===== src/rtl/seg7_pkg.sv =====
// Shared constants and helpers for the multiplexed 7-segment scan driver.
// Segment patterns are gfedcba, active-high.
package seg7_pkg;

    localparam logic [6:0] SEG_0    = 7'h3F;
    localparam logic [6:0] SEG_1    = 7'h06;
    localparam logic [6:0] SEG_2    = 7'h5B;
    localparam logic [6:0] SEG_3    = 7'h4F;
    localparam logic [6:0] SEG_4    = 7'h66;
    localparam logic [6:0] SEG_5    = 7'h6D;
    localparam logic [6:0] SEG_6    = 7'h7D;
    localparam logic [6:0] SEG_7    = 7'h07;
    localparam logic [6:0] SEG_8    = 7'h7F;
    localparam logic [6:0] SEG_9    = 7'h6F;
    localparam logic [6:0] SEG_DASH = 7'h40;
    localparam logic [6:0] SEG_OFF  = 7'h00;

    localparam int unsigned DEFAULT_REFRESH_DIV = 1024;
    localparam int unsigned PRESC_W_DEFAULT     = $clog2(DEFAULT_REFRESH_DIV);

    typedef enum logic {
        CONV_IDLE,
        CONV_SHIFT
    } conv_state_t;

    function automatic logic [6:0] bcd_to_seg(input logic [3:0] nibble);
        case (nibble)
            4'd0:    return SEG_0;
            4'd1:    return SEG_1;
            4'd2:    return SEG_2;
            4'd3:    return SEG_3;
            4'd4:    return SEG_4;
            4'd5:    return SEG_5;
            4'd6:    return SEG_6;
            4'd7:    return SEG_7;
            4'd8:    return SEG_8;
            4'd9:    return SEG_9;
            default: return SEG_OFF;
        endcase
    endfunction

    function automatic int unsigned pow10(input int unsigned n);
        int unsigned r;
        r = 1;
        for (int unsigned i = 0; i < n; i++) r = r * 10;
        return r;
    endfunction

    // Counter width for a modulus of n; never narrower than one bit.
    function automatic int unsigned cnt_width(input int unsigned n);
        return (n < 2) ? 1 : $clog2(n);
    endfunction

endpackage


===== src/rtl/seg7_scan_driver_if.sv =====
// Value-load handshake between the game FSM and the display driver.
interface seg7_scan_driver_if #(
    parameter int unsigned VALUE_WIDTH = 7
);
    logic [VALUE_WIDTH-1:0] value;
    logic                   load;
    logic                   busy;

    modport master (output value, output load, input busy);
    modport slave  (input value, input load, output busy);
endinterface


===== src/rtl/bin2bcd_seq.sv =====
// Sequential double-dabble converter: one add-3/shift step per cycle.
// done and bcd are combinational so the consumer can latch on the final shift edge.
module bin2bcd_seq
    import seg7_pkg::*;
#(
    parameter int unsigned VALUE_WIDTH = 7,
    parameter int unsigned NUM_DIGITS  = 2
) (
    input  logic                    clk,
    input  logic                    rst,
    input  logic                    start,
    input  logic [VALUE_WIDTH-1:0]  value,
    output logic                    busy,
    output logic                    done,
    output logic [4*NUM_DIGITS-1:0] bcd
);

    localparam int unsigned CNT_W = cnt_width(VALUE_WIDTH + 1);

    conv_state_t state, state_next;
    logic [VALUE_WIDTH-1:0]  shreg;
    logic [4*NUM_DIGITS-1:0] acc;
    logic [4*NUM_DIGITS-1:0] adj;
    logic [4*NUM_DIGITS-1:0] shifted;
    logic [CNT_W-1:0]        cnt;
    logic [3:0]              nib;

    always_comb begin
        adj = '0;
        nib = '0;
        for (int unsigned i = 0; i < NUM_DIGITS; i++) begin
            nib = acc[4*i +: 4];
            adj[4*i +: 4] = (nib >= 4'd5) ? nib + 4'd3 : nib;
        end
    end

    assign shifted = {adj[4*NUM_DIGITS-2:0], shreg[VALUE_WIDTH-1]};
    assign bcd     = shifted;
    assign busy    = (state == CONV_SHIFT);

    always_comb begin
        state_next = state;
        done       = 1'b0;
        case (state)
            CONV_IDLE: if (start) state_next = CONV_SHIFT;
            CONV_SHIFT: begin
                if (cnt == CNT_W'(1)) begin
                    done       = 1'b1;
                    state_next = CONV_IDLE;
                end
            end
            default: state_next = CONV_IDLE;
        endcase
    end

    always_ff @(posedge clk) begin
        if (rst) begin
            state <= CONV_IDLE;
            shreg <= '0;
            acc   <= '0;
            cnt   <= '0;
        end else begin
            state <= state_next;
            if (state == CONV_IDLE && start) begin
                shreg <= value;
                acc   <= '0;
                cnt   <= CNT_W'(VALUE_WIDTH);
            end else if (state == CONV_SHIFT) begin
                shreg <= shreg << 1;
                acc   <= shifted;
                cnt   <= cnt - CNT_W'(1);
            end
        end
    end

endmodule


===== src/rtl/seg7_scan_driver.sv =====
// Multiplexed NUM_DIGITS 7-segment driver: BCD conversion, scan with guard gap,
// leading-zero blanking, overflow dashes and selectable segment polarity.
module seg7_scan_driver
    import seg7_pkg::*;
#(
    parameter int unsigned NUM_DIGITS  = 2,
    parameter int unsigned VALUE_WIDTH = 7,
    parameter int unsigned REFRESH_DIV = DEFAULT_REFRESH_DIV,
    parameter int unsigned GUARD       = 2
) (
    input  logic                  clk,
    input  logic                  rst,
    seg7_scan_driver_if.slave     host,
    input  logic                  lz_en,
    input  logic                  blank,
    input  logic                  seg_inv,
    output logic [6:0]            seg,
    output logic [NUM_DIGITS-1:0] dig
);

    localparam int unsigned PRESC_W   = cnt_width(REFRESH_DIV);
    localparam int unsigned IDX_W     = cnt_width(NUM_DIGITS);
    localparam int unsigned OVF_LIMIT = pow10(NUM_DIGITS);

    logic                    capture;
    logic                    conv_busy;
    logic                    conv_done;
    logic [4*NUM_DIGITS-1:0] conv_bcd;
    logic                    ovf_pending;
    logic [4*NUM_DIGITS-1:0] disp_bcd;
    logic                    disp_ovf;
    logic [PRESC_W-1:0]      presc;
    logic [IDX_W-1:0]        idx;
    logic [3:0]              cur_nib;
    logic                    cur_lz;
    logic                    hz;
    logic [6:0]              pattern;
    logic [NUM_DIGITS-1:0]   dig_next;

    assign capture   = host.load && !conv_busy;
    assign host.busy = conv_busy;

    bin2bcd_seq #(
        .VALUE_WIDTH (VALUE_WIDTH),
        .NUM_DIGITS  (NUM_DIGITS)
    ) u_bin2bcd (
        .clk   (clk),
        .rst   (rst),
        .start (capture),
        .value (host.value),
        .busy  (conv_busy),
        .done  (conv_done),
        .bcd   (conv_bcd)
    );

    always_ff @(posedge clk) begin
        if (rst) begin
            ovf_pending <= 1'b0;
            disp_bcd    <= '0;
            disp_ovf    <= 1'b0;
        end else begin
            if (capture) ovf_pending <= (32'(host.value) >= OVF_LIMIT);
            if (conv_done) begin
                disp_bcd <= conv_bcd;
                disp_ovf <= ovf_pending;
            end
        end
    end

    always_ff @(posedge clk) begin
        if (rst) begin
            presc <= '0;
            idx   <= '0;
        end else if (presc == PRESC_W'(REFRESH_DIV - 1)) begin
            presc <= '0;
            idx   <= (idx == IDX_W'(NUM_DIGITS - 1)) ? '0 : idx + IDX_W'(1);
        end else begin
            presc <= presc + PRESC_W'(1);
        end
    end

    // Walk from the most significant digit down so hz means "this digit and all above are zero".
    always_comb begin
        cur_nib = '0;
        cur_lz  = 1'b0;
        hz      = 1'b1;
        for (int unsigned j = 0; j < NUM_DIGITS; j++) begin
            hz = hz && (disp_bcd[4*(NUM_DIGITS-1-j) +: 4] == 4'd0);
            if (32'(idx) == NUM_DIGITS - 1 - j) begin
                cur_nib = disp_bcd[4*(NUM_DIGITS-1-j) +: 4];
                cur_lz  = hz && (j != NUM_DIGITS - 1);
            end
        end
    end

    always_comb begin
        pattern = bcd_to_seg(cur_nib);
        if (disp_ovf)
            pattern = SEG_DASH;
        else if (lz_en && cur_lz)
            pattern = SEG_OFF;
    end

    always_comb begin
        dig_next = '0;
        for (int unsigned j = 0; j < NUM_DIGITS; j++)
            dig_next[j] = (32'(idx) == j);
        if (presc < PRESC_W'(GUARD) || blank)
            dig_next = '0;
    end

    always_ff @(posedge clk) begin
        if (rst) begin
            seg <= '0;
            dig <= '0;
        end else begin
            seg <= pattern ^ {7{seg_inv}};
            dig <= dig_next;
        end
    end

endmodule


===== src/flat_wrapper.sv =====
// flat-port wrapper written by rule: the top's interface ports become plain ports
module seg7_scan_driver_flat import seg7_pkg::*;
#(
    parameter int unsigned NUM_DIGITS  = 2,
    parameter int unsigned VALUE_WIDTH = 7,
    parameter int unsigned REFRESH_DIV = DEFAULT_REFRESH_DIV,
    parameter int unsigned GUARD       = 2
)
  (clk, rst, lz_en, blank, seg_inv, seg, dig, host_value, host_load, host_busy);
  seg7_scan_driver_if #(.VALUE_WIDTH(VALUE_WIDTH)) host_i ();
  input  logic clk;
  input  logic rst;
  input  logic lz_en;
  input  logic blank;
  input  logic seg_inv;
  output logic [6:0] seg;
  output logic [NUM_DIGITS-1:0] dig;
  input wire logic [$bits(host_i.value)-1:0] host_value;
  input wire logic [$bits(host_i.load)-1:0] host_load;
  output wire logic [$bits(host_i.busy)-1:0] host_busy;
  assign host_i.value = host_value;
  assign host_i.load = host_load;
  assign host_busy = host_i.busy;
  seg7_scan_driver #(.NUM_DIGITS(NUM_DIGITS), .VALUE_WIDTH(VALUE_WIDTH), .REFRESH_DIV(REFRESH_DIV), .GUARD(GUARD)) u_core (.clk(clk), .rst(rst), .host(host_i), .lz_en(lz_en), .blank(blank), .seg_inv(seg_inv), .seg(seg), .dig(dig));
endmodule

===== config.mk =====
export PLATFORM = sky130hd
export DESIGN_NAME = seg7_scan_driver_flat
export DESIGN_NICKNAME = d
export VERILOG_FILES = /design/src/rtl/seg7_pkg.sv /design/src/rtl/seg7_scan_driver_if.sv /design/src/rtl/bin2bcd_seq.sv /design/src/rtl/seg7_scan_driver.sv /design/src/flat_wrapper.sv
export SDC_FILE = /design/constraint.sdc
export NUM_CORES = 1
export LEC_CHECK = 0
export BUFFER_PORTS_ARGS = -buffer_cell sky130_fd_sc_hd__buf_2
export CORE_MARGIN = 3
export CORE_UTILIZATION = 53
export DETAILED_ROUTE_END_ITERATION = 10
export MAX_ROUTING_LAYER = met4
export PLACE_DENSITY = 0.7
export SLEW_MARGIN = 0
export SYNTH_ARGS = -nofsm -noshare
export SYNTH_HDL_FRONTEND = slang
export SYNTH_SLANG_ARGS = --single-unit

===== constraint.sdc =====
create_clock -name clk -period 3.7 [get_ports clk]
set_input_delay 0 -clock clk [delete_from_list [all_inputs] [get_ports clk]]
set_output_delay 0 -clock clk [all_outputs]
set_load 0.05 [all_outputs]

After elaboration in Yosys (flattened, before gate mapping)

Memory sizes are Yosys's and may differ from the RTL's.
Cells that the tools add are included.

Logic and storage cells: 52
ROM bits: 112
Input bits: 13
Memories kept: 1
Register bits: 49

Memory list:

| memory          | depth | bits a word | rd ports | clocked after memory_dff | write ports | line           | source |
|---|---|---|---|---|---|---|---|
| (no name shown) | 16    | 7           | 1        | 0                        | 0           | seg7_pkg.sv:27 | `case (nibble)` |

Mux-type cells: 16
Reduce and logical (&&, ||, !) cells: 10
$add $sub $neg: 5
Order comparisons: 4
Eq/ne operators: 2
Bitwise gates (word level): 3

Operators by type and width:

| operator                                                           | count |
|---|---|
| two-way mux 7 bit                                                  | 4 |
| adder 10 x 1 -> 10 bit (second input constant)                     | 1 |
| == test 10 bit (second input constant)                             | 1 |
| < comparator 10 x 2 -> 1 bit (second input constant)               | 1 |
| two-way mux 3 bit                                                  | 3 |
| greater-or-equal comparator 4 x 3 -> 1 bit (second input constant) | 2 |
| two-way mux 4 bit                                                  | 2 |
| greater-or-equal comparator 7 bit (second input constant)          | 1 |
| bitwise XOR 7 bit                                                  | 1 |
| two-way mux 1 bit                                                  | 6 |
| OR reduction 2 bit                                                 | 3 |
| adder 4 x 2 -> 4 bit (second input constant)                       | 1 |
| zero test 4 bit                                                    | 1 |
| adder 3 x 2 -> 3 bit (second input constant)                       | 1 |
| == test 3 x 1 -> 1 bit (second input constant)                     | 1 |
| logical AND 1 bit                                                  | 3 |
| subtractor 3 x 1 -> 3 bit (second input constant)                  | 1 |
| inverter 1 bit                                                     | 2 |
| one-hot mux 1 bit (2 select lines)                                 | 1 |
| nonzero test 2 bit                                                 | 1 |
| adder 1 bit (second input constant)                                | 1 |
| zero test 1 bit                                                    | 1 |
| logical OR 1 bit                                                   | 1 |

Logic depth before layout (Yosys ltp)

Gate-level depths: netlist (run 1).

Depth in word-level cells: 6
Depth in mapped cells: 9

By module

A second synthesis (run 1) with hierarchy kept.

Cell total of the unflattened synthesis: 279
Area, all modules: 2527.4 µm²

Modules (own cells, without submodules):

| module           | times used | area each (µm²) | cells each |
|---|---|---|---|
| seg7_scan_driver | 1          | 1498.9          | 156 |
| bin2bcd_seq      | 1          | 1028.5          | 123 |

Worst setup path before layout (run 1)

OpenSTA, ideal clock, no wires.

Path type: register -> register
From: reg u_core.idx
To: reg u_core.seg[4]
Setup slack: 2.001 ns
Cell stages (with the launch flop): 10
Buffers on the path: 1
Arrival: 1.571 ns
Required time: 3.572 ns
Clock period less this slack: 1.699 ns
Cells stage by stage: dfxtp_1 buf_6 mux2i_4 inv_1 ha_1 nand2_1 o21ai_0 a22oi_1 a21oi_1 mux2i_1

Longest elaborated chain between the ends: 5
Elaborated cells between the ends (all ways): 7
Classes of those cells: 4 x mux; 1 x bitwise; 1 x reduce/logical; 1 x memory

RTL lines:

| item                                                                 | line                    | source |
|---|---|---|
| from (decl)                                                          | seg7_scan_driver.sv:33  | `logic [IDX_W-1:0] idx;` |
| from (signal assigned)                                               | seg7_scan_driver.sv:76  | `idx <= (idx == IDX_W'(NUM_DIGITS - 1)) ? '0 : idx + IDX_W'(1);` |
| two-way mux 4 bit / two-way mux 1 bit (equally long branches)        | seg7_scan_driver.sv:89  | `if (32'(idx) == NUM_DIGITS - 1 - j) begin` |
| memory read (16 x 7 bit) / logical AND 1 bit (equally long branches) | -                       |  |
| two-way mux 7 bit (*)                                                | seg7_scan_driver.sv:100 | `else if (lz_en && cur_lz)` |
| two-way mux 7 bit (*)                                                | seg7_scan_driver.sv:98  | `if (disp_ovf)` |
| bitwise XOR 7 bit (*)                                                | seg7_scan_driver.sv:117 | `seg <= pattern ^ {7{seg_inv}};` |
| to (signal assigned)                                                 | seg7_scan_driver.sv:117 |  |
| to (decl)                                                            | seg7_scan_driver.sv:17  | `output logic [6:0] seg,` |

Mark *: on every way between the ends. The rest lies on a longest branch, timed or not.
A chain may end at the register's enable or synchronous reset.

Worst setup path in the final report (run 1)

Ends and elaborated chain as after synthesis.

==> report_table.html, run 1 <==
<table>
<tr><th>Metric</th><th>Value</th></tr>
<tr><th colspan="2">Run status</th></tr>
<tr><td>Result of the run</td><td>finished clean</td></tr>
<tr><th colspan="2">Setup path</th></tr>
<tr><td>Endpoint arrival time on the critical path</td><td>2.25 ns</td></tr>
<tr><td>R2r endpoint</td><td>u_core.seg[4]$_SDFF_PP0_</td></tr>
<tr><td>Worst Path Required</td><td>3.88 ns</td></tr>
<tr><td>Worst R2R Path Depth</td><td>8</td></tr>
<tr><td>Critical path startpoint</td><td>u_core.idx$_SDFFE_PP0N_</td></tr>
<tr><td>Critical Path Fanout Max</td><td>11</td></tr>
<tr><td>Setup slack of the most critical reg-to-reg path</td><td>1.63 ns</td></tr>
<tr><td>Critical path class</td><td>reg2reg</td></tr>
<tr><td>Origin of the critical flop-to-flop path</td><td>u_core.idx$_SDFFE_PP0N_</td></tr>
<tr><td>CP startpoint kind</td><td>flip-flop</td></tr>
<tr><td>Critical Path Sink Type</td><td>flip-flop</td></tr>
<tr><th colspan="2">Power</th></tr>
<tr><td>Static Leak</td><td>0.00114 µW</td></tr>
<tr><td>Ratio of total power to cell area</td><td>399 mW/mm²</td></tr>
<tr><td>Worst supply voltage drop on vdd</td><td>262 µV</td></tr>
<tr><th colspan="2">Min path</th></tr>
<tr><td>Number of instances on the worst hold path</td><td>5</td></tr>
<tr><td>End point of the worst hold path</td><td>u_core.u_bin2bcd.shreg[1]$_SDFFE_PP0P_</td></tr>
<tr><td>Min-delay src</td><td>host_value[1]</td></tr>
<tr><td>Kind of path behind the tightest hold check</td><td>in2reg</td></tr>
<tr><th colspan="2">Floorplanning</th></tr>
<tr><td>Starting density of the core</td><td>56.8%</td></tr>
<tr><td>Site Rows</td><td>23</td></tr>
<tr><td>Die outline width</td><td>72.7 µm</td></tr>
<tr><td>Die height</td><td>72.7 µm</td></tr>
<tr><td>IO Pins</td><td>23</td></tr>
<tr><td>Placeable Area</td><td>0.00414 mm²</td></tr>
<tr><td>Die area</td><td>0.00528 mm²</td></tr>
<tr><th colspan="2">Routing</th></tr>
<tr><td>Post-route antenna net violation count</td><td>0</td></tr>
<tr><td>Vias post-DR</td><td>1725</td></tr>
<tr><td>Detailed-router iteration count before antenna repair</td><td>4</td></tr>
<tr><td>Average wire per standard cell</td><td>12.2 µm</td></tr>
<tr><td>DRC violation count after routing</td><td>0</td></tr>
<tr><td>Detailed-route wire length</td><td>4010 µm</td></tr>
<tr><td>Drt via density</td><td>5.23</td></tr>
<tr><td>Initial detailed-routing violation count</td><td>92</td></tr>
<tr><th colspan="2">Yosys</th></tr>
<tr><td>Synthesized Nets</td><td>280</td></tr>
<tr><td>Cells taking the most area after synthesis</td><td>dfxtp_1 (42%), mux2i_1 (10%), ha_1 (6.4%), nor2_1 (5.9%), a22o_1 (2.6%)</td></tr>
<tr><td>Share of flip-flops with an asynchronous set or reset after synthesis</td><td>0%</td></tr>
<tr><td>Number of distinct library cells after synthesis</td><td>45</td></tr>
<tr><td>Netlist area before placement</td><td>0.00235 mm²</td></tr>
<tr><td>Number of flops mapped to enable cells by yosys</td><td>0</td></tr>
<tr><td>Number of standard cells after synthesis</td><td>255</td></tr>
<tr><td>Post-synth top area cell</td><td>dfxtp_1</td></tr>
<tr><td>Flip-flop and latch count after synthesis</td><td>49</td></tr>
<tr><td>Count of warnings emitted by yosys</td><td>0</td></tr>
<tr><td>Sequential element share of the synthesized area</td><td>41.7%</td></tr>
<tr><td>Prevailing post-synth register cell</td><td>dfxtp_1</td></tr>
<tr><td>Syn_area_per_cell</td><td>9.23 µm²</td></tr>
<tr><td>Top-area cell type share of the netlist area</td><td>41.7%</td></tr>
<tr><th colspan="2">Finish</th></tr>
<tr><td>Final core occ</td><td>63.9%</td></tr>
<tr><td>Leading cell types in the layout, fill and taps excluded</td><td>dfxtp_1 (49), nor2_1 (37), mux2i_1 (24), buf_2 (22), nand2_1 (14)</td></tr>
<tr><td>Filler instances</td><td>356</td></tr>
<tr><td>Most frequent standard cell in the layout excluding fill and tap cells</td><td>dfxtp_1</td></tr>
<tr><td>Post-synthesis to final-layout area growth</td><td>12.4%</td></tr>
<tr><td>Fraction of layout cells with a size suffix above 1</td><td>14.6%</td></tr>
<tr><td>Number of antenna diodes</td><td>0</td></tr>
<tr><td>Post-layout net count</td><td>304</td></tr>
<tr><th colspan="2">Global route</th></tr>
<tr><td>Grt total ovfl</td><td>0</td></tr>
<tr><td>Via count of the first global-routing pass</td><td>1614</td></tr>
<tr><td>First-pass GRT wire length</td><td>7220 µm</td></tr>
<tr><td>Maximum number of pins on one net before global-route repair</td><td>32</td></tr>
<tr><td>Initial antenna violation count</td><td>0</td></tr>
<tr><td>GRT Resource Usage Total</td><td>17.4%</td></tr>
<tr><th colspan="2">STA</th></tr>
<tr><td>Count of final hold-check violations</td><td>0</td></tr>
<tr><td>Worst clock skew</td><td>0.00876 ns</td></tr>
<tr><td>Setup tns final</td><td>0 ns</td></tr>
<tr><td>Slew Viols, Final</td><td>0</td></tr>
<tr><td>Highest clock frequency the design can meet</td><td>482 MHz</td></tr>
<tr><td>Setup repair after global routing missed its margin</td><td>false</td></tr>
<tr><td>Final worst slack</td><td>1.63 ns</td></tr>
<tr><td>Final number of setup-violating endpoints</td><td>0</td></tr>
<tr><td>Actual transition at the worst max-transition pin</td><td>0.477 ns</td></tr>
<tr><td>Max-slew headroom</td><td>67.3%</td></tr>
<tr><td>Ratio of final minimum period to clock period</td><td>56.1%</td></tr>
<tr><td>Post-layout minimum cycle time</td><td>2.07 ns</td></tr>
<tr><th colspan="2">CTS</th></tr>
<tr><td>TritonCTS clock tree</td><td>built</td></tr>
<tr><td>Number of clock sinks seen by CTS</td><td>49</td></tr>
<tr><td>Number of buffers added by the clock tree synthesis step</td><td>5</td></tr>
<tr><td>H-tree Lvls</td><td>2</td></tr>
<tr><td>Maximum buffer depth of the clock tree</td><td>2</td></tr>
<tr><td>Clock transition at the register clock pins on the worst setup and hold paths after CTS</td><td>0.09 ns</td></tr>
<tr><td>Clk Latency, worst-skew pair</td><td>0.30 ns</td></tr>
<tr><td>Clock tree root buffer cell</td><td>clkbuf_8</td></tr>
<tr><th colspan="2">Placement</th></tr>
<tr><td>Half-perimeter wire length after placement</td><td>2850 µm</td></tr>
<tr><td>Port Buffers</td><td>22</td></tr>
<tr><td>Gpl congestion</td><td>0.794</td></tr>
<tr><td>Worst setup timing slack at the placement stage</td><td>1.66 ns</td></tr>
<tr><th colspan="2">Run</th></tr>
<tr><td>Max-cap viol count</td><td>0</td></tr>
</table>
-- worst max path at each step --
stage / endpoint / slack (ns) / depth (start not counted)
CTS: u_core.seg[4]$_SDFF_PP0_ / 1.63 / 8
finish: u_core.seg[4]$_SDFF_PP0_ / 1.63 / 8
global placement: u_core.seg[4]$_SDFF_PP0_ / 1.73 / 8
detailed placement: u_core.seg[4]$_SDFF_PP0_ / 1.66 / 8
global route: u_core.seg[4]$_SDFF_PP0_ / 1.37 / 8
floorplan: u_core.seg[4]$_SDFF_PP0_ / 2.00 / 9
-- cells in the mapped netlist, types with 2 or more instances --
cell and instances:
nand4_1 3, clkbuf_1 4, a22o_1 7, nand2_1 14, mux2i_1 24, dfxtp_1 49, nor3_1 6, nor2_1 37
inv_1 13, buf_1 2, a21oi_1 11, or2_2 2, nand2b_1 4, a211oi_1 4, nand3_1 9, buf_2 4
xor2_1 5, ha_1 12, and2_1 2, xnor2_1 7, o21ai_1 3, a21o_1 2, o21ai_0 9
-- through the flow --
step           instances  power [µW]  area (µm²)  hold slack, ns
4_1_cts              330        1070        2650          0.0779
3_3_place_gp         317         683        2480           0.284
6_report             330        1060        2650          0.0777
2_1_floorplan        255         659        2350           0.163
5_1_grt              330        1100        2650           0.107
3_5_place_dp         317         685        2480           0.291
-- per-layer routing --
metal  track usage (%)  up-vias  wire, µm
met1              22.9      773      2010
met3              3.03        4       138
met2              27.0       25      1820
met4              5.94        0        48
met5                 -        -         0
li1                  -      923         -
-- where the power goes --
group	switching (µW)	internal [µW]	total (µW)	leakage, µW
Sequential	13.1	546	559	0.000400
Combinational	72.4	43.3	116	0.000682
Clock	178	202	381	0.0000543
Total	264	792	1060	0.00114
-- cell families after synthesis --
group,share of synthesized area (%)
buf+inv,4.36
flops,41.7
xor+xnor,4.46
fa+ha+maj,6.38
mux,12.3
simple gates,17.9
compound gates,13.0
-- state kept, by name, summed over array words and instances (netlist names) --
name                    cells
u_core.u_bin2bcd.shreg      7
u_core.u_bin2bcd.busy       1
u_core.idx                  1
u_core.dig                  2
u_core.disp_ovf             1
u_core.u_bin2bcd.acc        8
u_core.u_bin2bcd.cnt        3
u_core.ovf_pending          1
u_core.disp_bcd             8
u_core.seg                  7
u_core.presc               10
-- worst max-delay path: stages (launching register included) --
cell and delay (ns):
dfxtp_1 0.65, mux2i_4 0.41, inv_1 0.10, ha_1 0.22, nand2_1 0.07, o21ai_0 0.08
a22oi_1 0.19, a21oi_1 0.10, mux2i_1 0.13
-- final cells by class --
cell class,count,area (µm²),area share [%]
timing repair buffer,28,168,6.34
tap,50,62.6,2.36
clock inverter,3,46.3,1.75
clock buffer,5,68.8,2.60
sequential,49,981,37.1
inverter,13,48.8,1.84
multi-input combinational,182,1270,48.0
-- what timing repair did --
action / CTS / global route
buffers inserted: 0 / 0
endpoints found under the setup margin: 0 / 0
gates resized for setup: 0 / 0
hold buffers: 5 / 0
endpoints found under the hold margin: 4 / 0
Power figures use the tool's default switching activity.
==> inputs of run 2 (changes only) <==
Settings changed: CORE_UTILIZATION 53 to 52, PLACE_DENSITY 0.7 to 0.71.
Clock period 3.7 ns to 1.7 ns, I/O delays scaled along.
==> run 2 against run 1 <==
Hold slack got worse by 0.061 ns. Non-clock buffer count rose by 6. Cell area rose by 1.9%. Clock skew fell by 0.0051 ns. Critical endpoint is now u_core.seg[3]$_SDFF_PP0_. Largest cell class unchanged. Largest power group unchanged.
==> report_table.html, run 2 (synthesized netlist as in run 1, its figures left out) <==
<table>
<tr><th>Metric</th><th>Value</th></tr>
<tr><th colspan="2">STA</th></tr>
<tr><td>Slew Viols, Final</td><td>0 (unchanged)</td></tr>
<tr><td>Final number of setup-violating endpoints</td><td>0 (unchanged)</td></tr>
<tr><td>Max-slew headroom</td><td>66.7% (-0.56 points)</td></tr>
<tr><td>Final worst slack</td><td>0.103 ns (-1.52 ns)</td></tr>
<tr><td>Minimum hold slack</td><td>0.0168 ns (-0.0610 ns)</td></tr>
<tr><td>Worst clock skew</td><td>0.00365 ns (-0.00511 ns)</td></tr>
<tr><td>Setup repair after global routing missed its margin</td><td>false</td></tr>
<tr><td>Setup tns final</td><td>0 ns (unchanged)</td></tr>
<tr><td>Highest clock frequency the design can meet</td><td>626 MHz (+30%)</td></tr>
<tr><td>Ratio of final minimum period to clock period</td><td>93.9% (+38 points)</td></tr>
<tr><td>Count of final hold-check violations</td><td>0 (unchanged)</td></tr>
<tr><td>Actual transition at the worst max-transition pin</td><td>0.498 ns (+0.0205 ns)</td></tr>
<tr><td>Post-layout minimum cycle time</td><td>1.60 ns (-0.478 ns)</td></tr>
<tr><th colspan="2">Placement</th></tr>
<tr><td>Gpl congestion</td><td>0.785 (-1.1%)</td></tr>
<tr><td>Port Buffers</td><td>22 (unchanged)</td></tr>
<tr><td>Half-perimeter wire length after placement</td><td>2900 µm (+1.9%)</td></tr>
<tr><td>Worst setup timing slack at the placement stage</td><td>0.00483 ns (-1.65 ns)</td></tr>
<tr><th colspan="2">CTS</th></tr>
<tr><td>Number of buffers added by the clock tree synthesis step</td><td>5 (unchanged)</td></tr>
<tr><td>Clock transition at the register clock pins on the worst setup and hold paths after CTS</td><td>0.08 ns (about the same)</td></tr>
<tr><td>Clk Latency, worst-skew pair</td><td>0.29 ns (about the same)</td></tr>
<tr><td>H-tree Lvls</td><td>2 (unchanged)</td></tr>
<tr><td>Clock tree root buffer cell</td><td>clkbuf_8</td></tr>
<tr><td>Number of clock sinks seen by CTS</td><td>49 (unchanged)</td></tr>
<tr><td>Maximum buffer depth of the clock tree</td><td>2 (unchanged)</td></tr>
<tr><td>TritonCTS clock tree</td><td>built</td></tr>
<tr><th colspan="2">Finish</th></tr>
<tr><td>Most frequent standard cell in the layout excluding fill and tap cells</td><td>dfxtp_1</td></tr>
<tr><td>Flip-flop count of the largest register, all copies and words added</td><td>10 (unchanged)</td></tr>
<tr><td>Leading cell types in the layout, fill and taps excluded</td><td>dfxtp_1 (48), nor2_1 (37), buf_2 (22), mux2i_1 (21), nand2_1 (14)</td></tr>
<tr><td>Fraction of layout cells with a size suffix above 1</td><td>18.2% (+3.6 points)</td></tr>
<tr><td>Largest register by flop count</td><td>u_core.presc</td></tr>
<tr><td>Post-synthesis to final-layout area growth</td><td>14.5%</td></tr>
<tr><td>Leading registers by flop count</td><td>u_core.presc: 10 flops, u_core.disp_bcd: 8 flops, u_core.u_bin2bcd.acc: 8 flops</td></tr>
<tr><td>Post-layout net count</td><td>310 (+2.0%)</td></tr>
<tr><td>Final core occ</td><td>64.6% (+0.76 points)</td></tr>
<tr><td>Number of antenna diodes</td><td>0 (unchanged)</td></tr>
<tr><th colspan="2">Global route</th></tr>
<tr><td>First-pass GRT wire length</td><td>6820 µm (-5.5%)</td></tr>
<tr><td>Maximum number of pins on one net before global-route repair</td><td>31 (-3.1%)</td></tr>
<tr><td>Initial antenna violation count</td><td>0 (unchanged)</td></tr>
<tr><td>Via count of the first global-routing pass</td><td>1566 (-3.0%)</td></tr>
<tr><td>Met2 GRT Util</td><td>24.9% (-2.0 points)</td></tr>
<tr><td>Grt met3 use</td><td>4.24% (+1.2 points)</td></tr>
<tr><td>GRT Resource Usage Total</td><td>16.4% (-1.0 points)</td></tr>
<tr><td>Grt total ovfl</td><td>0 (unchanged)</td></tr>
<tr><td>Global-route met1 utilization</td><td>21.4% (-1.5 points)</td></tr>
<tr><td>Busiest metal layer after global routing</td><td>met2</td></tr>
<tr><th colspan="2">Setup path</th></tr>
<tr><td>Endpoint arrival time on the critical path</td><td>1.82 ns (-0.43 ns)</td></tr>
<tr><td>Slowest cell delay on critical path</td><td>0.40 ns (-0.25 ns)</td></tr>
<tr><td>Critical path's slowest cell</td><td>dfxtp_4</td></tr>
<tr><td>Worst Path Required</td><td>1.92 ns (-1.96 ns)</td></tr>
<tr><td>Kind of cell adding the most delay to the critical path</td><td>multiplexers</td></tr>
<tr><td>Worst R2R Path Depth</td><td>6 (-2)</td></tr>
<tr><td>Critical path class</td><td>reg2reg</td></tr>
<tr><td>Critical Path Sink Type</td><td>flip-flop</td></tr>
<tr><td>Critical Path Fanout Max</td><td>3 (-8)</td></tr>
<tr><td>Count of cell instances traversed by the critical path</td><td>6 (-2)</td></tr>
<tr><td>Count of buffering cells on the critical path with inverters included</td><td>1 (unchanged)</td></tr>
<tr><td>CP startpoint kind</td><td>flip-flop</td></tr>
<tr><td>Critical Path, Cell by Cell</td><td>mux2i_4, buf_4, ha_1, and2_1, o21ai_1, mux2i_1</td></tr>
<tr><th colspan="2">Floorplanning</th></tr>
<tr><td>Die area</td><td>0.00537 mm² (+1.8%)</td></tr>
<tr><td>Placeable Area</td><td>0.00417 mm² (+0.69%)</td></tr>
<tr><td>Die outline width</td><td>73.3 µm (+0.88%)</td></tr>
<tr><td>Site Rows</td><td>23 (unchanged)</td></tr>
<tr><td>Die height</td><td>73.3 µm (+0.88%)</td></tr>
<tr><td>IO Pins</td><td>23 (unchanged)</td></tr>
<tr><td>Starting density of the core</td><td>56.4% (-0.39 points)</td></tr>
<tr><th colspan="2">Run status</th></tr>
<tr><td>Result of the run</td><td>finished clean</td></tr>
<tr><th colspan="2">Routing</th></tr>
<tr><td>Post-route antenna net violation count</td><td>0 (unchanged)</td></tr>
<tr><td>Vias post-DR</td><td>1802 (+4.5%)</td></tr>
<tr><td>Drt via density</td><td>5.38 (+2.9%)</td></tr>
<tr><td>DRC violation count after routing</td><td>0 (unchanged)</td></tr>
<tr><td>Average wire per standard cell</td><td>12.4 µm (+1.9%)</td></tr>
<tr><td>Detailed-route wire length</td><td>4150 µm (+3.4%)</td></tr>
<tr><td>Detailed-router iteration count before antenna repair</td><td>4 (unchanged)</td></tr>
<tr><td>Initial detailed-routing violation count</td><td>72 (-22%)</td></tr>
<tr><th colspan="2">Run</th></tr>
<tr><td>Max-cap viol count</td><td>0 (unchanged)</td></tr>
<tr><th colspan="2">Power</th></tr>
<tr><td>Final total power</td><td>2150 µW (+100%)</td></tr>
<tr><td>Worst supply voltage drop on vdd</td><td>641 µV (+140%)</td></tr>
<tr><td>Static Leak</td><td>0.00115 µW (+1.5%)</td></tr>
<tr><td>Ratio of total power to cell area</td><td>799 mW/mm² (+100%)</td></tr>
<tr><th colspan="2">Min path</th></tr>
<tr><td>Number of instances on the worst hold path</td><td>3 (-2)</td></tr>
<tr><td>Kind of path behind the tightest hold check</td><td>in2reg</td></tr>
</table>
-- run 2: worst min-delay path, cell delays in order --
cell      delay, ns
buf_2          0.08
a311oi_1       0.05
and2b_1        0.14
-- run 2: power breakdown --
group | switching [µW] | leakage, µW | internal, µW
clock network | 358 | 0.0000443 | 323
registers | 29.1 | 0.000401 | 1190
logic | 161 | 0.000708 | 94.9
total | 547 | 0.00115 | 1610
-- run 2: repair_timing --
action / CTS / global route
setup endpoints to repair: 2 / 5
hold buffers: 5 / 0
gates resized for setup: 3 / 6
hold endpoints to repair: 2 / 0
buffers inserted: 0 / 1
-- run 2: layout make-up --
type                    count  area [µm²]
repair buffers             34         213
well taps                  50        62.6
multi-input cells         182        1300
inverters                  13        48.8
flip-flops and latches     49         985
fillers                   367        1480
clock buffers               7        86.3
-- run 2: per-layer routing --
layer | up-vias | share of wire, % | wire length, µm
li1 | 937 | - | -
met1 | 815 | 48 | 2010
met2 | 43 | 45 | 1880
met3 | 7 | 5.1 | 210
met4 | 0 | 1.2 | 50
met5 | - | 0 | 0
-- run 2: worst paths after layout --
| check | startpoint | to | slack (ns) |
|---|---|---|---|
| setup / recovery | u_core.idx$_SDFFE_PP0N_ | u_core.seg[3]$_SDFF_PP0_ | 0.10 |
| setup reg to reg | u_core.idx$_SDFFE_PP0N_ | u_core.seg[3]$_SDFF_PP0_ | 0.10 |
| hold reg to reg | u_core.presc[0]$_SDFF_PP0_ | u_core.presc[0]$_SDFF_PP0_ | 0.47 |
| hold / removal | blank | u_core.dig[0]$_SDFF_PP0_ | 0.02 |
-- run 2: metrics by stage --
stage | cell area [µm²] | std cells
after global placement | 2520 | 322
after detailed placement | 2520 | 322
final | 2700 | 335
after global routing | 2700 | 335
after CTS | 2660 | 334
after floorplan | 2350 | 255
